<file path="config.mk">
export PLATFORM = sky130hd
export DESIGN_NAME = normalize_round_fp
export DESIGN_NICKNAME = d
export VERILOG_FILES = /design/src/rtl/normalize_round_fp.sv
export SDC_FILE = /design/constraint.sdc
export NUM_CORES = 1
export LEC_CHECK = 0
export BUFFER_PORTS_ARGS = -buffer_cell sky130_fd_sc_hd__buf_2
export CAP_MARGIN = 10
export CORE_MARGIN = 1
export CORE_UTILIZATION = 45
export DETAILED_ROUTE_END_ITERATION = 10
export GPL_TIMING_DRIVEN = 0
export PLACE_DENSITY = 0.71
export SETUP_SLACK_MARGIN = 0.4
export SYNTH_ARGS = -nofsm -noshare
export SYNTH_HDL_FRONTEND = slang
export SYNTH_SLANG_ARGS = --single-unit
</file>
<file path="constraint.sdc">
create_clock -name clk -period 6.9 [get_ports clk]
set_clock_uncertainty 0.2 [all_clocks]
set_input_delay 0 -clock clk [delete_from_list [all_inputs] [get_ports clk]]
set_output_delay 0 -clock clk [all_outputs]
set_load 0.01 [all_outputs]
</file>
<file path="src/rtl/normalize_round_fp.sv">
// Normalise-and-round back end for the FP adder/MAC datapath: leading-zero count,
// normalising shift, four rounding modes and special-case packing over 3 pipelined stages.
module normalize_round_fp #(
   parameter int EXP_W = 8,
   parameter int MAN_W = 23,
   parameter int IN_W  = 49
) (
   input  logic                 clk,
   input  logic                 rst,
   input  logic                 in_valid,
   output logic                 in_ready,
   input  logic                 in_sign,
   input  logic [EXP_W-1:0]     in_exp,
   input  logic [IN_W-1:0]      in_mant,
   input  logic [1:0]           in_rmode,
   output logic                 out_valid,
   input  logic                 out_ready,
   output logic [EXP_W+MAN_W:0] out_data,
   output logic [3:0]           out_flags
);
   localparam int LZ_W  = $clog2(IN_W + 1);
   localparam int E_W   = EXP_W + 2;
   localparam int STK_W = IN_W - MAN_W - 2;
   localparam logic signed [E_W-1:0] E_MAX  = E_W'((1 << EXP_W) - 1);
   localparam logic signed [E_W-1:0] E_ZERO = '0;

   logic stall;
   logic v1, v2, v3;

   assign stall     = v3 & ~out_ready;
   assign in_ready  = ~stall;
   assign out_valid = v3;

   logic [LZ_W-1:0] lz_c;

   always_comb begin
      lz_c = LZ_W'(IN_W);
      for (int i = 0; i < IN_W; i++)
         if (in_mant[i]) lz_c = LZ_W'(IN_W - 1 - i);
   end

   logic             s1_sign;
   logic [EXP_W-1:0] s1_exp;
   logic [IN_W-1:0]  s1_mant;
   logic [1:0]       s1_rmode;
   logic [LZ_W-1:0]  s1_lz;

   logic signed [E_W-1:0] e_c;
   logic [IN_W-1:0]       shifted_c;

   always_comb begin
      e_c       = E_W'(s1_exp) + E_W'(1) - E_W'(s1_lz);
      shifted_c = s1_mant << s1_lz;
   end

   logic                  s2_sign;
   logic [1:0]            s2_rmode;
   logic signed [E_W-1:0] s2_e;
   logic [MAN_W-1:0]      s2_frac;
   logic                  s2_g;
   logic                  s2_s;
   logic                  s2_inf_nan;
   logic                  s2_zero;

   logic                  inc_c;
   logic                  carry_c;
   logic                  inexact_c;
   logic                  to_inf_c;
   logic [MAN_W-1:0]      frac_r_c;
   logic signed [E_W-1:0] e_r_c;
   logic [EXP_W+MAN_W:0]  data_c;
   logic [3:0]            flags_c;

   always_comb begin
      inexact_c = s2_g | s2_s;
      case (s2_rmode)
         2'd0:    inc_c = s2_g & (s2_s | s2_frac[0]);
         2'd1:    inc_c = 1'b0;
         2'd2:    inc_c = ~s2_sign & inexact_c;
         default: inc_c = s2_sign & inexact_c;
      endcase
      {carry_c, frac_r_c} = {1'b0, s2_frac} + (MAN_W+1)'(inc_c);
      e_r_c    = s2_e + E_W'(carry_c);
      to_inf_c = (s2_rmode == 2'd0) | ((s2_rmode == 2'd2) & ~s2_sign)
               | ((s2_rmode == 2'd3) & s2_sign);
      data_c   = {s2_sign, e_r_c[EXP_W-1:0], frac_r_c};
      flags_c  = {2'b00, inexact_c, 1'b0};
      // Priority: inf/NaN input, exact zero, flush-to-zero, overflow, normal
      if (s2_inf_nan) begin
         data_c  = {s2_sign, {EXP_W{1'b1}},
                    s2_zero ? {MAN_W{1'b0}} : {1'b1, {(MAN_W-1){1'b0}}}};
         flags_c = 4'b0000;
      end else if (s2_zero) begin
         data_c  = {s2_sign, {(EXP_W+MAN_W){1'b0}}};
         flags_c = 4'b0001;
      end else if (s2_e <= E_ZERO) begin
         data_c  = {s2_sign, {(EXP_W+MAN_W){1'b0}}};
         flags_c = 4'b0111;
      end else if (e_r_c >= E_MAX) begin
         data_c  = to_inf_c ? {s2_sign, {EXP_W{1'b1}}, {MAN_W{1'b0}}}
                            : {s2_sign, {(EXP_W-1){1'b1}}, 1'b0, {MAN_W{1'b1}}};
         flags_c = 4'b1010;
      end
   end

   always_ff @(posedge clk) begin
      if (rst) begin
         v1        <= 1'b0;
         v2        <= 1'b0;
         v3        <= 1'b0;
         out_data  <= '0;
         out_flags <= '0;
      end else if (!stall) begin
         v1 <= in_valid;
         v2 <= v1;
         v3 <= v2;
         if (v2) begin
            out_data  <= data_c;
            out_flags <= flags_c;
         end
      end
   end

   // Datapath registers carry no reset; the valid bits qualify them.
   always_ff @(posedge clk) begin
      if (!stall) begin
         s1_sign    <= in_sign;
         s1_exp     <= in_exp;
         s1_mant    <= in_mant;
         s1_rmode   <= in_rmode;
         s1_lz      <= lz_c;
         s2_sign    <= s1_sign;
         s2_rmode   <= s1_rmode;
         s2_e       <= e_c;
         s2_frac    <= shifted_c[IN_W-2 -: MAN_W];
         s2_g       <= shifted_c[STK_W];
         s2_s       <= |shifted_c[STK_W-1:0];
         s2_inf_nan <= &s1_exp;
         s2_zero    <= ~shifted_c[IN_W-1];
      end
   end

endmodule

</file>
== After elaboration in Yosys (flattened, before gate mapping) ==
Cells that the tools add are included.

* Register bits after elaboration: 145
* Input bits: 64
* Output and inout port bits: 38
* Word-level logic and storage cells: 115

* Add/sub/neg operators: 4
* Order comparisons: 2
* Equal/unequal tests: 3
* Shift operators: 1
* Mux-type cells: 59
* Bitwise operators: 14
* Reduce and logical (&&, ||, !) cells: 9

{| class="wikitable"
|+ Operators by type and width
! kind !! count
|-
| 31-bit 2-to-1 mux || 4
|-
| 6-bit 2-to-1 mux || 16
|-
| 5-bit 2-to-1 mux || 16
|-
| 49-bit by 6-bit << shifter with 49-bit output || 1
|-
| 4-bit 2-to-1 mux || 12
|-
| 32-bit OR reduction || 1
|-
| 23-bit by 1-bit adder with 24-bit output || 1
|-
| 24-bit 2-to-1 mux || 1
|-
| 24-bit OR reduction || 1
|-
| 23-bit 2-to-1 mux || 1
|-
| 16-bit OR reduction || 1
|-
| 3-bit 2-to-1 mux || 4
|-
| 10-bit by 1-bit adder with 10-bit output || 1
|-
| 10-bit by 9-bit greater-or-equal comparator with 1-bit output, second input constant || 1
|-
| 10-bit by 1-bit <= comparator with 1-bit output, second input constant || 1
|-
| 9-bit by 6-bit subtractor with 10-bit output || 1
|-
| 8-bit by 1-bit adder with 9-bit output, second input constant || 1
|-
| 8-bit AND reduction || 1
|-
| 8-bit OR reduction || 1
|-
| 1-bit bitwise AND || 6
|-
| 2-bit equality test, second input constant || 2
|-
| 2-bit 2-to-1 mux || 2
|-
| 1-bit inverter || 4
|-
| 1-bit bitwise OR || 4
|-
| 7 further kinds || 8
|}

== Logic depth before layout (Yosys ltp) ==
* Depth in word-level cells: 48
* Mapped depth: 22
* Mapped depth without buffers: 20

== Worst setup path after synthesis ==
No wires, ideal clock.

* Path type: flip-flop to flip-flop
* From: reg v3 (netlist: out_valid)
* To: reg out_data[15]
* Setup time: 0.070 ns
* Arrival time: 4.896 ns
* Required time: 6.630 ns
* Path slack: 1.733 ns
* Cell stages (with the launch flop): 9
* Path buffers: 2
* Period minus slack after synthesis: 5.167 ns
* Cell sequence: dfxtp_1 nand2b_1 clkbuf_1 nand2_1 nor2_1 o21ai_2 buf_4 a21o_1 a21oi_2

* Word-level cells in the longest chain between the ends: 3

{| class="wikitable"
|+ RTL lines
! item !! RTL line !! text
|-
| start, declared || 28 || <nowiki>logic v1, v2, v3;</nowiki>
|-
| start signal, assigned || 116 || <nowiki>v3 <= v2;</nowiki>
|-
| 1-bit bitwise AND || 30 || <nowiki>assign stall = v3 & ~out_ready;</nowiki>
|-
| 1-bit inverter (no source line) || - ||
|-
| via in_ready || 11 || <nowiki>output logic in_ready,</nowiki>
|-
| 2-bit AND reduction (no source line) || - ||
|-
| end signal, assigned || 118 || <nowiki>out_data <= data_c;</nowiki>
|-
| end, declared || 18 || <nowiki>output logic [EXP_W+MAN_W:0] out_data,</nowiki>
|}

The timed path passes the listed nets, and every way through them passes these cells.
A chain may end at the register's enable or synchronous reset.

== Final worst setup path ==
* From: reg s2_rmode[1]
* To: reg out_data[29]

* Word-level cells in the longest chain between the ends: 9
* Elaborated cells between the ends (all ways): 11
* Classes of those cells: 2 x add/sub; 1 x order compare; 2 x eq/ne; 5 x mux; 1 x reduce/logical

{| class="wikitable"
|+ RTL lines
! item !! RTL line !! text
|-
| start, declared || 57 || <nowiki>logic [1:0] s2_rmode;</nowiki>
|-
| start signal, assigned || 133 || <nowiki>s2_rmode <= s1_rmode;</nowiki>
|-
| 2-bit equality test (tied with other cells) || 76 || <nowiki>case (s2_rmode)</nowiki>
|-
| 1-bit case mux with 3 select lines (*) || 76 ||
|-
| 23-bit by 1-bit adder with 24-bit output (*) || 82 || <nowiki>{carry_c, frac_r_c} = {1'b0, s2_frac} + (MAN_W+1)'(inc_c);</nowiki>
|-
| 10-bit by 1-bit adder with 10-bit output (*) || 83 || <nowiki>e_r_c = s2_e + E_W'(carry_c);</nowiki>
|-
| 10-bit by 9-bit greater-or-equal comparator with 1-bit output || 99 || <nowiki>end else if (e_r_c >= E_MAX) begin</nowiki>
|-
| 31-bit 2-to-1 mux (*) || 99 ||
|-
| 31-bit 2-to-1 mux (*) || 96 || <nowiki>end else if (s2_e <= E_ZERO) begin</nowiki>
|-
| 31-bit 2-to-1 mux (*) || 93 || <nowiki>end else if (s2_zero) begin</nowiki>
|-
| 31-bit 2-to-1 mux (*) || 89 || <nowiki>if (s2_inf_nan) begin</nowiki>
|}

Mark *: on every way between the ends. The rest lies on a longest branch, timed or not.

==> flow_metrics.env <==
export IMPL_drc=0
export IMPL_tns_ns=0
export IMPL_syn_to_final_growth_pct=22.9
export IMPL_placed_cell_area_um2=10000
export IMPL_p_comb_frac=0.227
export IMPL_setup_viol=0
export IMPL_first_iter_violations=457
export IMPL_power_leakage_nw=4.43
export IMPL_clk_path_buf_depth=2
export IMPL_grt_pass1_vias=7500
export IMPL_antenna_found_initial=0
export IMPL_intPower_mw=1.85
export IMPL_switchingPower_uw=779
export IMPL_gp_congestion=0.964
export IMPL_cts_sinks=145
export IMPL_h_tree_depth=4
export IMPL_cts_root_buf="clkbuf_16"
export IMPL_fp_dieW_um=144
export IMPL_finalHoldViolCount=0
export IMPL_num_vias=7793
export IMPL_peakVddDrop_mv=0.175
export IMPL_path_cells="nor2b_1 > ha_1 > nor2_1 > nand2_1 > nand2_1 > ha_1 > nand3_1 > nor2_1 > nand2_1 > nor3b_1 > and3_1 > ha_1 > ha_1 > nand2_1 > o21ai_0 > a311o_1 > a32o_1 > buf_6 > nor3b_2 > a31oi_1"
export IMPL_layout_commonest_cell="nand2_1"
export IMPL_crit_required_ns=7.00
export IMPL_cp_end_kind="register"
export IMPL_pin_count=102
export IMPL_cts_tree="yes"
export IMPL_ys_seq_area_frac=0.434
export IMPL_synth_top_area_frac=0.349
export IMPL_period_minus_slack_ns=4.81
export IMPL_drive_above_1_share=0.211
export IMPL_cts_resized=0
export IMPL_fmax_mhz=208
export IMPL_synth_avg_cell_area_um2=9.95
export IMPL_dr_pass1_iters=5
export IMPL_timing_hold_ws_ns=0.0854
export IMPL_fillers=1708
export IMPL_via_per_inst=5.65
export IMPL_power_density_nw_per_um2=234
export IMPL_utilization=0.571
export IMPL_async_reset_ff_frac=0
export IMPL_die_area_um2=20900
export IMPL_fin_crit_sh=0.698
export IMPL_pre_cts_ws_ns=2.12
export IMPL_clock_power_share=0.350
export IMPL_status="finished, final reports clean"
export IMPL_drtAntennaViolNets=0
export IMPL_switching_share=0.297
export IMPL_synth_edff_count=106
export IMPL_tightest_slew_ns=0.752
export IMPL_max_stage_delay_ns=0.44
export IMPL_insertion_delay_ns=0.43
export IMPL_synth_top_area_cell="edfxtp_1"
export IMPL_stdcell_area_um2=11200
export IMPL_clk_pin_slew_ns=0.06
export IMPL_grt_max_degree=59
export IMPL_hp_class="in -> reg"
export IMPL_hold_buffers=63
export IMPL_core_rowCount=51
export IMPL_wirelength_um=23500
export IMPL_post_dp_hpwl_um=17500
export IMPL_synth_cells=918
export IMPL_ys_ff_latch=145
export IMPL_grt_overflow=0
export IMPL_slowest_stage="edfxtp_1"
export IMPL_nets=1188
export IMPL_maxSlewViolCount=0
export IMPL_seqPwrFrac=0.423
export IMPL_core_region_area_um2=19700
export IMPL_drv_cap=0
export IMPL_route_detailed_wl_per_inst_um=17.0
export IMPL_synth_flop_cell="edfxtp_1"
export IMPL_die_y_um=144
export IMPL_rsz0062_at_grt="no"
export IMPL_port_buffers=101
export IMPL_syn_area_um2=9130
export IMPL_setup_ws_ns=2.09
export IMPL_arrival_ns=4.91
export IMPL_start_util=0.465
export IMPL_grt_pass1_wl_um=37900
export IMPL_ys_warn_count=0
export IMPL_synth_cell_types=70
export IMPL_cp_max_fo=10
export IMPL_post_cts_buffers=0
export IMPL_track_usage=0.237
export IMPL_synthesis_nets=1004
export IMPL_cts_buffers=17
export IMPL_synthTopCellsByArea="edfxtp_1 (35%), dfxtp_1 (8.6%), mux4_2 (6.7%)"
export IMPL_critPathLaunchType="register"
export IMPL_final_cell_mix="nand2_1 (118), buf_2 (114), edfxtp_1 (106)"
export IMPL_crit_type="reg -> reg"
export IMPL_slew_limit_headroom=0.498
export IMPL_antennaDiodeCount=0
## power by group through the flow
stage	Combinational, mW	Sequential, mW	Clock, mW
after floorplan	0.402	1.11	0
after global placement	0.555	1.12	0
after detailed placement	0.558	1.13	0
after CTS	0.590	1.11	0.939
after global routing	0.652	1.12	0.975
final	0.597	1.11	0.919
## logic make-up (layout without fill, tap and decap cells)
family / count (synthesis) / after routing / share of synthesized area
AOI/OAI and AO/OA: 233 / 233 / 0.170
muxes: 91 / 91 / 0.140
adders and majority gates: 22 / 22 / 0.0310
DFF: 145 / 145 / 0.434
buffers and inverters: 86 / 283 / 0.0408
and+or+nand+nor: 312 / 312 / 0.156
xor gates and xnor gates: 29 / 29 / 0.0278
## layout make-up
cell class | count | area [µm²] | area share
multi-input cells | 687 | 4790 | 0.427
flip-flops and latches | 145 | 3960 | 0.353
repair buffers | 165 | 1160 | 0.104
clock buffers | 20 | 480 | 0.0428
well taps | 265 | 332 | 0.0295
plain buffers | 51 | 245 | 0.0218
inverters | 35 | 131 | 0.0117
clock inverters | 12 | 115 | 0.0103
## per-layer routing
metal  routed length, µm  part of all wire  up-vias  global-route usage
li1                    -                 -     3819                   -
met1               10500              0.45     3650               0.297
met2               11100              0.47      262               0.398
met3                 989             0.042       62              0.0384
met4                 792             0.034        0               0.110
met5                   0                 0        -                   0
## final timing paths
| check | endpoint | slack, ns | from | depth (start not counted) |
|---|---|---|---|---|
| worst max register to register | out_data[29] | 2.09 | s2_rmode[1] | 20 |
| worst min register to register | s2_rmode[0] | 0.22 | s1_rmode[0] | 0 |
| worst max-delay path | out_data[29] | 2.09 | s2_rmode[1] | 20 |
| worst min-delay path | s1_exp[7] | 0.09 | in_exp[7] | 2 |
## synthesized netlist by cell type, types with 4 or more instances
cell type,count
nand3_1,15
a21oi_2,11
dfxtp_1,39
mux2_2,26
o211ai_1,4
a21o_1,22
mux2i_1,38
xor2_1,10
o21bai_1,7
buf_2,13
a211oi_1,10
o21ai_0,44
a21oi_1,53
a221oi_2,6
nand2_1,118
nor4_1,10
inv_1,33
edfxtp_1,106
nor2_1,99
nand4_1,11
mux4_2,27
and4_1,4
o22a_1,4
nor3_1,12
buf_1,6
xnor2_1,19
a31oi_1,14
and2_1,5
nor2b_1,6
clkbuf_1,26
and3_1,7
o22ai_1,30
ha_1,21
nand2b_1,7
## through the flow
| step | power (mW) | cells |
|---|---|---|
| finish | 2.63 | 1380 |
| global route | 2.75 | 1380 |
| CTS | 2.64 | 1380 |
| detailed placement | 1.68 | 1285 |
| global placement | 1.68 | 1284 |
| floorplan | 1.51 | 918 |
## sequential cells by signal, summed over array words and instances (netlist names)
signal	count
v1	1
out_valid	1
s2_g	1
s1_mant	49
out_data	32
s1_exp	8
s2_s	1
v2	1
s2_sign	1
s2_zero	1
s2_inf_nan	1
s2_rmode	2
s2_frac	23
s1_rmode	2
s2_e	10
out_flags	4
s1_lz	6
s1_sign	1
## worst max-delay path: cells and delay by family, from the launching register on
kind | cells | cell delay, ns
flip-flops | 1 | 0.44
AND/OR/NAND/NOR | 11 | 2.09
adder cells (fa/ha/maj) | 4 | 0.98
AO/OA/AOI/OAI | 4 | 0.81
buffers and inverters | 1 | 0.18
Note: power is estimated with default switching activity, not from simulation.
